**config.mk**
```make
export PLATFORM = sky130hd
export DESIGN_NAME = exe_lsu_stage
export DESIGN_NICKNAME = d
export VERILOG_FILES = /design/src/rtl/exe_pkg.sv /design/src/rtl/alu.sv /design/src/rtl/exe_lsu_stage.sv
export SDC_FILE = /design/constraint.sdc
export NUM_CORES = 1
export LEC_CHECK = 0
export ABC_CLOCK_PERIOD_IN_PS = 7100
export CAP_MARGIN = 20
export CORE_MARGIN = 3
export CORE_UTILIZATION = 25
export DETAILED_ROUTE_END_ITERATION = 16
export DONT_BUFFER_PORTS = 1
export PLACE_DENSITY = 0.47
export REMOVE_ABC_BUFFERS = 1
export SYNTH_ARGS = -nofsm -noshare
export SYNTH_HDL_FRONTEND = slang
export SYNTH_HIERARCHICAL = 1
export SYNTH_SLANG_ARGS = --single-unit
export TNS_END_PERCENT = 10
```
**constraint.sdc**
```tcl
create_clock -name clk_i -period 7.1 [get_ports clk_i]
set_input_delay 0.71 -clock clk_i [delete_from_list [all_inputs] [get_ports clk_i]]
set_output_delay 0.71 -clock clk_i [all_outputs]
set_load 0.01 [all_outputs]
```
**src/rtl/exe_pkg.sv**
```systemverilog
// Shared encodings for the execute/memory stage: access sizes, fault codes, FSM states, ALU opcodes.
// Constants only; no logic.
package exe_pkg;

  localparam logic [1:0] SZ_B = 2'b00;
  localparam logic [1:0] SZ_H = 2'b01;
  localparam logic [1:0] SZ_W = 2'b10;
  localparam logic [1:0] SZ_D = 2'b11;

  localparam logic [1:0] FLT_NONE  = 2'b00;
  localparam logic [1:0] FLT_MISAL = 2'b01;
  localparam logic [1:0] FLT_BUS   = 2'b10;

  typedef enum logic [1:0] {
    ST_IDLE = 2'd0,
    ST_BUS  = 2'd1,
    ST_RESP = 2'd2
  } state_e;

  localparam logic [3:0] ALU_ADD   = 4'd0;
  localparam logic [3:0] ALU_SUB   = 4'd1;
  localparam logic [3:0] ALU_SLL   = 4'd2;
  localparam logic [3:0] ALU_SLT   = 4'd3;
  localparam logic [3:0] ALU_SLTU  = 4'd4;
  localparam logic [3:0] ALU_XOR   = 4'd5;
  localparam logic [3:0] ALU_SRL   = 4'd6;
  localparam logic [3:0] ALU_SRA   = 4'd7;
  localparam logic [3:0] ALU_OR    = 4'd8;
  localparam logic [3:0] ALU_AND   = 4'd9;
  localparam logic [3:0] ALU_PASSB = 4'd10;

endpackage

```
**src/rtl/alu.sv**
```systemverilog
// Combinational integer ALU, zero latency, no flow control.
// Used for both ALU results and load/store address generation (forced to ADD).
module alu
  import exe_pkg::*;
#(
  parameter int XLEN = 32
) (
  input  logic [3:0]      op_i,
  input  logic [XLEN-1:0] a_i,
  input  logic [XLEN-1:0] b_i,
  output logic [XLEN-1:0] y_o
);

  localparam int SW = $clog2(XLEN);

  logic [SW-1:0] shamt;
  assign shamt = b_i[SW-1:0];

  always_comb begin
    y_o = '0;
    case (op_i)
      ALU_ADD:   y_o = a_i + b_i;
      ALU_SUB:   y_o = a_i - b_i;
      ALU_SLL:   y_o = a_i << shamt;
      ALU_SLT:   y_o = XLEN'($signed(a_i) < $signed(b_i));
      ALU_SLTU:  y_o = XLEN'(a_i < b_i);
      ALU_XOR:   y_o = a_i ^ b_i;
      ALU_SRL:   y_o = a_i >> shamt;
      ALU_SRA:   y_o = $signed(a_i) >>> shamt;
      ALU_OR:    y_o = a_i | b_i;
      ALU_AND:   y_o = a_i & b_i;
      ALU_PASSB: y_o = b_i;
      default:   y_o = '0;
    endcase
  end

endmodule

```
**src/rtl/exe_lsu_stage.sv**
```systemverilog
// Registered execute/memory stage: ALU ops in 1 cycle, loads/stores via req/ack bus (min 2 cycles).
// Single entry: accepts only when idle and the output slot is empty or draining; output held while stalled.
module exe_lsu_stage
  import exe_pkg::*;
#(
  parameter int XLEN    = 32,
  parameter int TIMEOUT = 255
) (
  input  logic              clk_i,
  input  logic              rst_i,
  input  logic              in_valid_i,
  output logic              in_ready_o,
  input  logic [4:0]        rd_ptr_i,
  input  logic [XLEN-1:0]   rs1_i,
  input  logic [XLEN-1:0]   rs2_i,
  input  logic [XLEN-1:0]   imm_i,
  input  logic [3:0]        alu_opcode_i,
  input  logic              alu_src_i,
  input  logic              reg_we_i,
  input  logic              mem_we_i,
  input  logic              mem_re_i,
  input  logic [1:0]        mem_hb_i,
  input  logic              mem_ul_i,
  output logic              out_valid_o,
  input  logic              out_ready_i,
  output logic [XLEN-1:0]   rd_o,
  output logic [4:0]        rd_ptr_o,
  output logic              reg_we_o,
  output logic [1:0]        fault_o,
  output logic              bus_req_o,
  output logic              bus_we_o,
  output logic [XLEN-1:0]   bus_addr_o,
  output logic [XLEN-1:0]   bus_wdata_o,
  output logic [XLEN/8-1:0] bus_be_o,
  input  logic [XLEN-1:0]   bus_rdata_i,
  input  logic              bus_ack_i,
  input  logic              bus_err_i
);

  localparam int NB = XLEN / 8;
  localparam int LW = $clog2(NB);
  localparam int TW = (TIMEOUT > 0) ? $clog2(TIMEOUT + 1) : 1;

  function automatic logic [XLEN-1:0] size_mask(input logic [1:0] hb);
    case (hb)
      SZ_B:    size_mask = XLEN'(8'hFF);
      SZ_H:    size_mask = XLEN'(16'hFFFF);
      SZ_W:    size_mask = XLEN'(32'hFFFF_FFFF);
      default: size_mask = '1;
    endcase
  endfunction

  function automatic logic [NB-1:0] gen_be(input logic [1:0] hb, input logic [LW-1:0] lane);
    logic [NB-1:0] m;
    case (hb)
      SZ_B:    m = NB'(1'b1);
      SZ_H:    m = NB'(2'b11);
      SZ_W:    m = NB'(4'hF);
      default: m = '1;
    endcase
    return m << lane;
  endfunction

  // Doubleword is only legal on a 64-bit datapath; elsewhere it reports as misaligned.
  function automatic logic misaligned(input logic [1:0] hb, input logic [2:0] a);
    case (hb)
      SZ_B:    misaligned = 1'b0;
      SZ_H:    misaligned = a[0];
      SZ_W:    misaligned = |a[1:0];
      default: misaligned = (XLEN != 64) || (|a[2:0]);
    endcase
  endfunction

  function automatic logic [XLEN-1:0] load_ext(input logic [XLEN-1:0] data, input logic [LW-1:0] lane,
                                               input logic [1:0] hb, input logic ul);
    logic [XLEN-1:0] sh;
    logic [XLEN-1:0] keep;
    logic            sb;
    sh   = data >> {lane, 3'b000};
    keep = size_mask(hb);
    case (hb)
      SZ_B:    sb = sh[7];
      SZ_H:    sb = sh[15];
      SZ_W:    sb = sh[31];
      default: sb = 1'b0;
    endcase
    return (sh & keep) | (~keep & {XLEN{sb & ~ul}});
  endfunction

  state_e          state_q, state_d;
  logic            out_valid_q, out_valid_d;
  logic [XLEN-1:0] rd_q, rd_d;
  logic [4:0]      rd_ptr_q, rd_ptr_d;
  logic            reg_we_q, reg_we_d;
  logic [1:0]      fault_q, fault_d;
  logic            bus_req_q, bus_req_d;
  logic            bus_we_q, bus_we_d;
  logic [XLEN-1:0] bus_addr_q, bus_addr_d;
  logic [XLEN-1:0] bus_wdata_q, bus_wdata_d;
  logic [NB-1:0]   bus_be_q, bus_be_d;
  logic [TW-1:0]   timer_q, timer_d, timer_inc;
  logic [1:0]      hb_q, hb_d;
  logic            ul_q, ul_d;
  logic            is_load_q, is_load_d;

  logic            is_mem, accept;
  logic [3:0]      alu_op;
  logic [XLEN-1:0] alu_b, alu_y;

  assign is_mem     = mem_we_i | mem_re_i;
  assign alu_op     = is_mem ? ALU_ADD : alu_opcode_i;
  assign alu_b      = alu_src_i ? imm_i : rs2_i;
  assign in_ready_o = (state_q == ST_IDLE) & (~out_valid_q | out_ready_i);
  assign accept     = in_valid_i & in_ready_o;
  assign timer_inc  = timer_q + 1'b1;

  alu #(.XLEN(XLEN)) u_alu (
    .op_i (alu_op),
    .a_i  (rs1_i),
    .b_i  (alu_b),
    .y_o  (alu_y)
  );

  always_comb begin
    state_d     = state_q;
    out_valid_d = out_valid_q;
    rd_d        = rd_q;
    rd_ptr_d    = rd_ptr_q;
    reg_we_d    = reg_we_q;
    fault_d     = fault_q;
    bus_req_d   = bus_req_q;
    bus_we_d    = bus_we_q;
    bus_addr_d  = bus_addr_q;
    bus_wdata_d = bus_wdata_q;
    bus_be_d    = bus_be_q;
    timer_d     = timer_q;
    hb_d        = hb_q;
    ul_d        = ul_q;
    is_load_d   = is_load_q;
    case (state_q)
      ST_IDLE: begin
        if (out_ready_i) out_valid_d = 1'b0;
        if (accept) begin
          rd_ptr_d = rd_ptr_i;
          fault_d  = FLT_NONE;
          if (!is_mem) begin
            out_valid_d = 1'b1;
            rd_d        = alu_y;
            reg_we_d    = reg_we_i;
          end else if (misaligned(mem_hb_i, alu_y[2:0])) begin
            out_valid_d = 1'b1;
            rd_d        = '0;
            reg_we_d    = 1'b0;
            fault_d     = FLT_MISAL;
          end else begin
            state_d     = ST_BUS;
            bus_req_d   = 1'b1;
            bus_we_d    = mem_we_i;
            bus_addr_d  = alu_y;
            bus_be_d    = gen_be(mem_hb_i, alu_y[LW-1:0]);
            bus_wdata_d = (rs2_i & size_mask(mem_hb_i)) << {alu_y[LW-1:0], 3'b000};
            timer_d     = '0;
            hb_d        = mem_hb_i;
            ul_d        = mem_ul_i;
            is_load_d   = ~mem_we_i;
            reg_we_d    = reg_we_i & ~mem_we_i;
          end
        end
      end
      ST_BUS: begin
        timer_d = timer_inc;
        if (bus_err_i || (!bus_ack_i && TIMEOUT != 0 && timer_inc == TW'(TIMEOUT))) begin
          state_d     = ST_RESP;
          bus_req_d   = 1'b0;
          out_valid_d = 1'b1;
          rd_d        = '0;
          reg_we_d    = 1'b0;
          fault_d     = FLT_BUS;
        end else if (bus_ack_i) begin
          state_d     = ST_RESP;
          bus_req_d   = 1'b0;
          out_valid_d = 1'b1;
          rd_d        = is_load_q ? load_ext(bus_rdata_i, bus_addr_q[LW-1:0], hb_q, ul_q) : '0;
        end
      end
      ST_RESP: begin
        if (out_ready_i) begin
          out_valid_d = 1'b0;
          state_d     = ST_IDLE;
        end
      end
      default: state_d = ST_IDLE;
    endcase
  end

  always_ff @(posedge clk_i) begin
    if (rst_i) begin
      state_q     <= ST_IDLE;
      out_valid_q <= 1'b0;
      rd_q        <= '0;
      rd_ptr_q    <= '0;
      reg_we_q    <= 1'b0;
      fault_q     <= FLT_NONE;
      bus_req_q   <= 1'b0;
      bus_we_q    <= 1'b0;
      bus_addr_q  <= '0;
      bus_wdata_q <= '0;
      bus_be_q    <= '0;
      timer_q     <= '0;
      hb_q        <= SZ_B;
      ul_q        <= 1'b0;
      is_load_q   <= 1'b0;
    end else begin
      state_q     <= state_d;
      out_valid_q <= out_valid_d;
      rd_q        <= rd_d;
      rd_ptr_q    <= rd_ptr_d;
      reg_we_q    <= reg_we_d;
      fault_q     <= fault_d;
      bus_req_q   <= bus_req_d;
      bus_we_q    <= bus_we_d;
      bus_addr_q  <= bus_addr_d;
      bus_wdata_q <= bus_wdata_d;
      bus_be_q    <= bus_be_d;
      timer_q     <= timer_d;
      hb_q        <= hb_d;
      ul_q        <= ul_d;
      is_load_q   <= is_load_d;
    end
  end

  assign out_valid_o = out_valid_q;
  assign rd_o        = rd_q;
  assign rd_ptr_o    = rd_ptr_q;
  assign reg_we_o    = reg_we_q;
  assign fault_o     = fault_q;
  assign bus_req_o   = bus_req_q;
  assign bus_we_o    = bus_we_q;
  assign bus_addr_o  = bus_addr_q;
  assign bus_wdata_o = bus_wdata_q;
  assign bus_be_o    = bus_be_q;

endmodule

```
After elaboration in Yosys (flattened, before gate mapping) --
Cells that the tools add are included.
Cells by class: add/subtract/negate cells 3, $lt $le $gt $ge 2, equal/unequal tests 24, shifts and indexed selects 6, mux-type cells 66, bitwise gates (word level) 18, reduce and logical (&&, ||, !) cells 18
Operators by type and width (count):
- 32-bit two-way mux | 14
- 32-bit one-hot mux with 11 select lines | 1
- 32-bit one-hot mux with 2 select lines | 3
- 32-bit bitwise AND | 4
- 32-bit less-than comparator | 2
- 32-bit bitwise OR | 2
- 32-bit by 5-bit << shifter with 32-bit output | 2
- 32-bit by 5-bit >> shifter with 32-bit output | 2
- 32-bit adder | 1
- 32-bit NOT | 1
- 32-bit by 5-bit >>> shifter with 32-bit output | 1
- 32-bit subtractor | 1
- 32-bit bitwise XOR | 1
- 8-bit two-way mux | 3
- 1-bit two-way mux | 23
- 4-bit two-way mux | 5
- 4-bit by 3-bit equality test with 1-bit output, second input constant | 4
- 2-bit two-way mux | 8
- 8-bit one-hot mux with 2 select lines | 1
- 4-bit equality test, second input constant | 3
- 4-bit AND reduction | 3
- 2-bit != test, second input constant | 5
- 5-bit AND reduction | 2
- 1-bit one-hot mux with 3 select lines | 3
- other kinds (26) | 42
Storage, ports and cells: flip-flop bits (word level) 125, input bits 150, output and inout bits 112

Longest topological paths before layout --
depth after elaboration 15, mapped depth 26, gate-level depth less buffers 18

By module --
Netlist, hierarchy kept.
Modules (own cells, without submodules):
- alu | times used 1, cells an instance 1434, area an instance 9282.7 um2, sequential area each 0.0 um2
- exe_lsu_stage | times used 1, cells an instance 851, area an instance 6648.9 um2, sequential area each 2502.4 um2

Worst setup path after synthesis --
No wires, ideal clock.
path kind input to register, start in alu_src_i, end reg bus_be_q[1] (netlist: bus_be_o[1]), library setup time 0.132 ns, arrival 5.931 ns, required time 6.968 ns, slack 1.037 ns, stages 26, path buffers 9, cells stage by stage clkbuf_1 > buf_1 > mux2_2 > clkbuf_1 > inv_2 > buf_1 > buf_1 > ha_1 > buf_2 > nor2_1 > o21ai_0 > nand2_1 > a41oi_1 > a21oi_1 > nand4_1 > a31oi_1 > o41ai_1 > a211o_1 > a21oi_1 > o22ai_1 > or2_2 > clkbuf_1 > clkbuf_1 > buf_1 > nand2_1 > a21oi_1
On the way: longest elaborated chain between the ends 10, elaborated cells on any way between the ends 20, classes of those cells add/sub: 2; order compare: 2; shift: 4; mux: 6; bitwise: 4; reduce/logical: 2
RTL lines:
- from (decl) | RTL line exe_lsu_stage.sv:18 | input logic alu_src_i,
- 32-bit two-way mux * | RTL line exe_lsu_stage.sv:112 | assign alu_b = alu_src_i ? imm_i : rs2_i;
- via alu_b[2] | RTL line exe_lsu_stage.sv:108 | logic [XLEN-1:0] alu_b, alu_y;
- 32-bit less-than comparator (tied with other cells) | RTL line alu.sv:26 | ALU_SLTU: y_o = XLEN'(a_i < b_i);
- 32-bit one-hot mux with 11 select lines * | RTL line alu.sv:21 | case (op_i)
- via alu_y[0] | RTL line exe_lsu_stage.sv:108
- 2-bit OR reduction | RTL line exe_lsu_stage.sv:69 | SZ_W: misaligned = |a[1:0];
- 1-bit one-hot mux with 3 select lines | RTL line exe_lsu_stage.sv:66 | case (hb)
- 1-bit two-way mux | RTL line exe_lsu_stage.sv:146 | if (!is_mem) begin
- 1-bit two-way mux | RTL line exe_lsu_stage.sv:143 | if (accept) begin
- 1-bit two-way mux | RTL line exe_lsu_stage.sv:140 | case (state_q)
- 1-bit NOT (no source line)
- 4-bit AND reduction (no source line)
- to (signal assigned) | RTL line exe_lsu_stage.sv:224 | bus_be_q <= bus_be_d;
- to (decl) | RTL line exe_lsu_stage.sv:100 | logic [NB-1:0] bus_be_q, bus_be_d;
Mark *: on every way through the listed nets, which the timed path passes. The rest lies on a longest branch. The select of a mux whose other input is x is not followed. A chain may end at the register's enable or synchronous reset.

Worst setup path after layout --
start in alu_src_i, end reg timer_q[2]
On the way: longest elaborated chain between the ends 10, elaborated cells on any way between the ends 19, classes of those cells add/sub: 2; order compare: 2; eq/ne: 1; shift: 3; mux: 6; bitwise: 3; reduce/logical: 2
RTL lines:
- 32-bit two-way mux * | RTL line exe_lsu_stage.sv:112
- 32-bit subtractor (tied with other cells) | RTL line alu.sv:23 | ALU_SUB: y_o = a_i - b_i;
- 32-bit one-hot mux with 11 select lines * | RTL line alu.sv:21
- via alu_y[0] | RTL line exe_lsu_stage.sv:108
- 2-bit OR reduction | RTL line exe_lsu_stage.sv:69
- 1-bit one-hot mux with 3 select lines * | RTL line exe_lsu_stage.sv:66
- 1-bit two-way mux * | RTL line exe_lsu_stage.sv:146
- 1-bit two-way mux * | RTL line exe_lsu_stage.sv:143
- 1-bit two-way mux * | RTL line exe_lsu_stage.sv:140
- 2-bit != test (no source line) *
- 4-bit AND reduction (no source line) *
- to (signal assigned) | RTL line exe_lsu_stage.sv:225 | timer_q <= timer_d;
- to (decl) | RTL line exe_lsu_stage.sv:101 | logic [TW-1:0] timer_q, timer_d, timer_inc;
Marks and branches as above.

==> results.md <==
* Number of hold buffers added after CTS at 0
* Vias per cell at 5.98
* Synth top area share at 15.7%
* Port Buffers at 0
* Register area at 2500 um^2
* Crit-path max FO at 41
* CTS max path bufs at 2
* R2R setup slack at 3.61 ns
* Clock latency on the worst-skew pair at 0.46 ns
* Core area at 62,400 um^2
* Pwr/cell area at 213 nW/um^2
* Beginning of the worst hold path: mem_we_i
* Top FF cell, synth: dfxtp_1
* Synthesis-to-finish area growth at 7.76%
* Fin nets at 2,420
* CP most frequent cell: a21oi_1
* Slew headroom at 21.5%
* Hold depth at 1
* DRT iter0 DRCs at 2,393
* CP bufs+invs at 3
* Clk_skew at 0.00910 ns
* Setup Buffers After CTS at 0
* Initial core utilization at 25.5%
* Largest net degree at the start of global routing at 124
* Cell type group with the largest total delay on the critical path: compound AO/OA/AOI/OAI gates
* Vias in the first global route at 17,020
* Fill cells at 6,908
* Post-synth EDFFs at 0
* Syn avg cell area at 6.97 um^2
* Min Tclk post-route at 5.87 ns
* # DRC at 0
* All-Layer GR Usage at 23.7%
* Global route overflow at 0
* Die H at 258 um
* GP Congestion at 0.987
* FF-to-FF path depth at 8
* Htree depth at 4
* Arrival time worst endpoint at 6.25 ns
* CTS tree: built
* Detail Route Antenna Nets at 0
* Worst R2R End: timer_q[2]
* CP Class: input port to flop
* Leakage power at 6.34 nW
* Most frequent cells in the layout: nand2_1, a21oi_1, nor2_1
* Max-Cap Viols at 0
* Layout cells sized above 1 at 8.92%
* Post-synthesis register bit count at 125
* Crit start category: input port
* Status: completed
* Cell chain of the critical path: mux2_2, inv_1, ha_1, nor3b_1, nor3_1, nand2_1, a41oi_1, a21oi_1, nand4_1, a31oi_1, o41ai_1, a211o_1, a21oi_1, o22ai_1, buf_4, nor2_4, buf_4, a21oi_1, nand2b_1, a21oi_1
* Num rows at 91
* Synth Cell Area at 15,900 um^2
* Multi-input gate area at 12,200 um^2
* Slowest-stage cell, CP: nor2_4
* Total Routed Length at 83.0 mm
* Initial antenna violation count at 4
* DIE AREA at 66,800 um^2
* Slowest stage delay, CP at 0.70 ns
* F_max at 170 MHz
* IO Pins at 262
* First-pass GRT wire length at 119 mm
* Die Wd at 258 um
* HP Class: input port to flop
* Ys Warns at 6
* First-pass DRT Iterations at 7
* Fin. max-slew vios at 0
* CTS clk-pin slew, worst paths at 0.06 ns
* DP Area at 16,600 um^2
* Final setup vio count at 0
* CTS Sinks at 125
* Vias at 18,043
* Post-route clock period utilization at 82.6%
* Average wire per standard cell at 27.5 um
* Crit path required time at 7.49 ns
* Finished Cell Area at 17,200 um^2
* Post-CTS Resized at 0
* Worst hold endpoint: is_load_q
* Synth top area cells: dfxtp_1, ha_1, a21oi_1
* Detail Placement HPWL at 65.2 mm
* CTS Buf Count at 17
* Netlist cell types at 83
* VDD IR max at 0.191 mV
* Syn Inst Count at 2,285
* Clk root buf: clkbuf_16
* Most common cell after layout, fill and taps aside: nand2_1
* Post-route core utilization at 27.5%
* Final hold violations at 0
* Post-synth top area cell: dfxtp_1
* Setup repair after global routing missed its margin: false
* Post-synth ARST share at 0%
* Actual slew at the worst max-slew pin at 1.17 ns
* FF-to-FF Start: state_q[1]
* Register area share after synthesis at 15.7%
* Crit end category: flop
==> worst max-delay path by stage <==
stage,from,end,slack [ns],cells past startpoint
global route,alu_src_i,timer_q[2],0.77,20
CTS,alu_src_i,timer_q[2],1.33,20
detailed placement,alu_src_i,timer_q[2],0.84,20
floorplan,alu_src_i,bus_wdata_o[31],-0.96,18
global placement,alu_src_i,timer_q[2],0.94,20
finish,alu_src_i,timer_q[2],1.23,20
==> per-layer routing <==
metal  vias to the layer above  share of wire, %  global-route usage (%)
li1                       8137                 -                       -
met1                      8766                41                    30.3
met2                       977                46                    38.9
met3                       159               8.2                    4.22
met4                         4               4.7                    10.5
met5                         -             0.033                       0
==> cell type report <==
| cell class | instances | share of cell area, % |
|---|---|---|
| Clock inverter | 14 | 0.911 |
| Sequential cell | 125 | 14.6 |
| Antenna cell | 2 | 0.0292 |
| Clock buffer | 18 | 2.56 |
| Tap cell | 837 | 6.10 |
| Multi-Input combinational cell | 1856 | 71.3 |
| Inverter | 118 | 2.58 |
| Timing Repair Buffer | 45 | 1.95 |
==> synth_stat cells (13+ instances only) <==
library cell / instances
buf_1: 21
a221oi_1: 34
a211oi_1: 44
mux4_2: 28
nor3_1: 63
xnor2_1: 13
o22ai_1: 19
o21ai_0: 133
nor4_1: 16
a21o_1: 23
a222oi_1: 13
buf_2: 26
nand2_1: 293
a22oi_1: 31
a31oi_1: 24
and2_1: 27
nand2b_1: 18
nor2_1: 242
nor2b_1: 33
o211ai_1: 46
dfxtp_1: 125
ha_1: 105
a311oi_1: 19
o2111ai_1: 14
nand3_1: 44
inv_1: 117
clkbuf_1: 128
mux2i_1: 75
mux2_2: 55
a21oi_1: 259
==> worst register-to-register path, delay by kind of cell (launching register included) <==
kind / cells / cell delay (ns)
adders and majority gates: 1 / 0.50
and+or+nand+nor: 3 / 1.70
buffers and inverters: 2 / 0.63
AOI/OAI and AO/OA: 2 / 0.26
DFF: 1 / 0.33
==> registers in the layout, summed over array words and instances (netlist names), 2 cells and up <==
name,flops
bus_addr_o,32
bus_be_o,4
bus_wdata_o,32
fault_o,2
hb_q,2
rd_o,32
rd_ptr_o,5
state_q,2
timer_q,8
==> kinds of logic (layout without fill, tap and decap cells) <==
kind of cell / after synthesis / count (layout) / synth area share (%)
adder cells (fa/ha/maj): 107 / 107 / 8.50
AND/OR/NAND/NOR: 801 / 801 / 22.6
buffers and inverters: 304 / 195 / 7.72
other: 0 / 2 / 0
AO/OA/AOI/OAI: 774 / 774 / 31.9
multiplexers: 159 / 159 / 12.7
XOR/XNOR: 15 / 15 / 0.825
flip-flops: 125 / 125 / 15.7
==> power breakdown <==
part	switching, mW	internal (mW)
sequential	0.179	0.834
combinational	1.18	0.576
clock	0.367	0.530
total	1.72	1.94
==> metrics by stage <==
stage          worst slack [ns]  power, mW  TNS (ns)  cells  hold slack, ns
3_3_place_gp              0.945       2.74         0   2980           0.460
4_1_cts                    1.33       3.66         0   3012           0.296
2_1_floorplan            -0.965       2.11    -61.45   2099           0.451
5_1_grt                   0.773       3.86         0   3014           0.307
3_5_place_dp              0.843       2.74         0   2980           0.483
6_report                   1.23       3.66         0   3015           0.336
No activity file was read; power rests on OpenSTA's default activity.
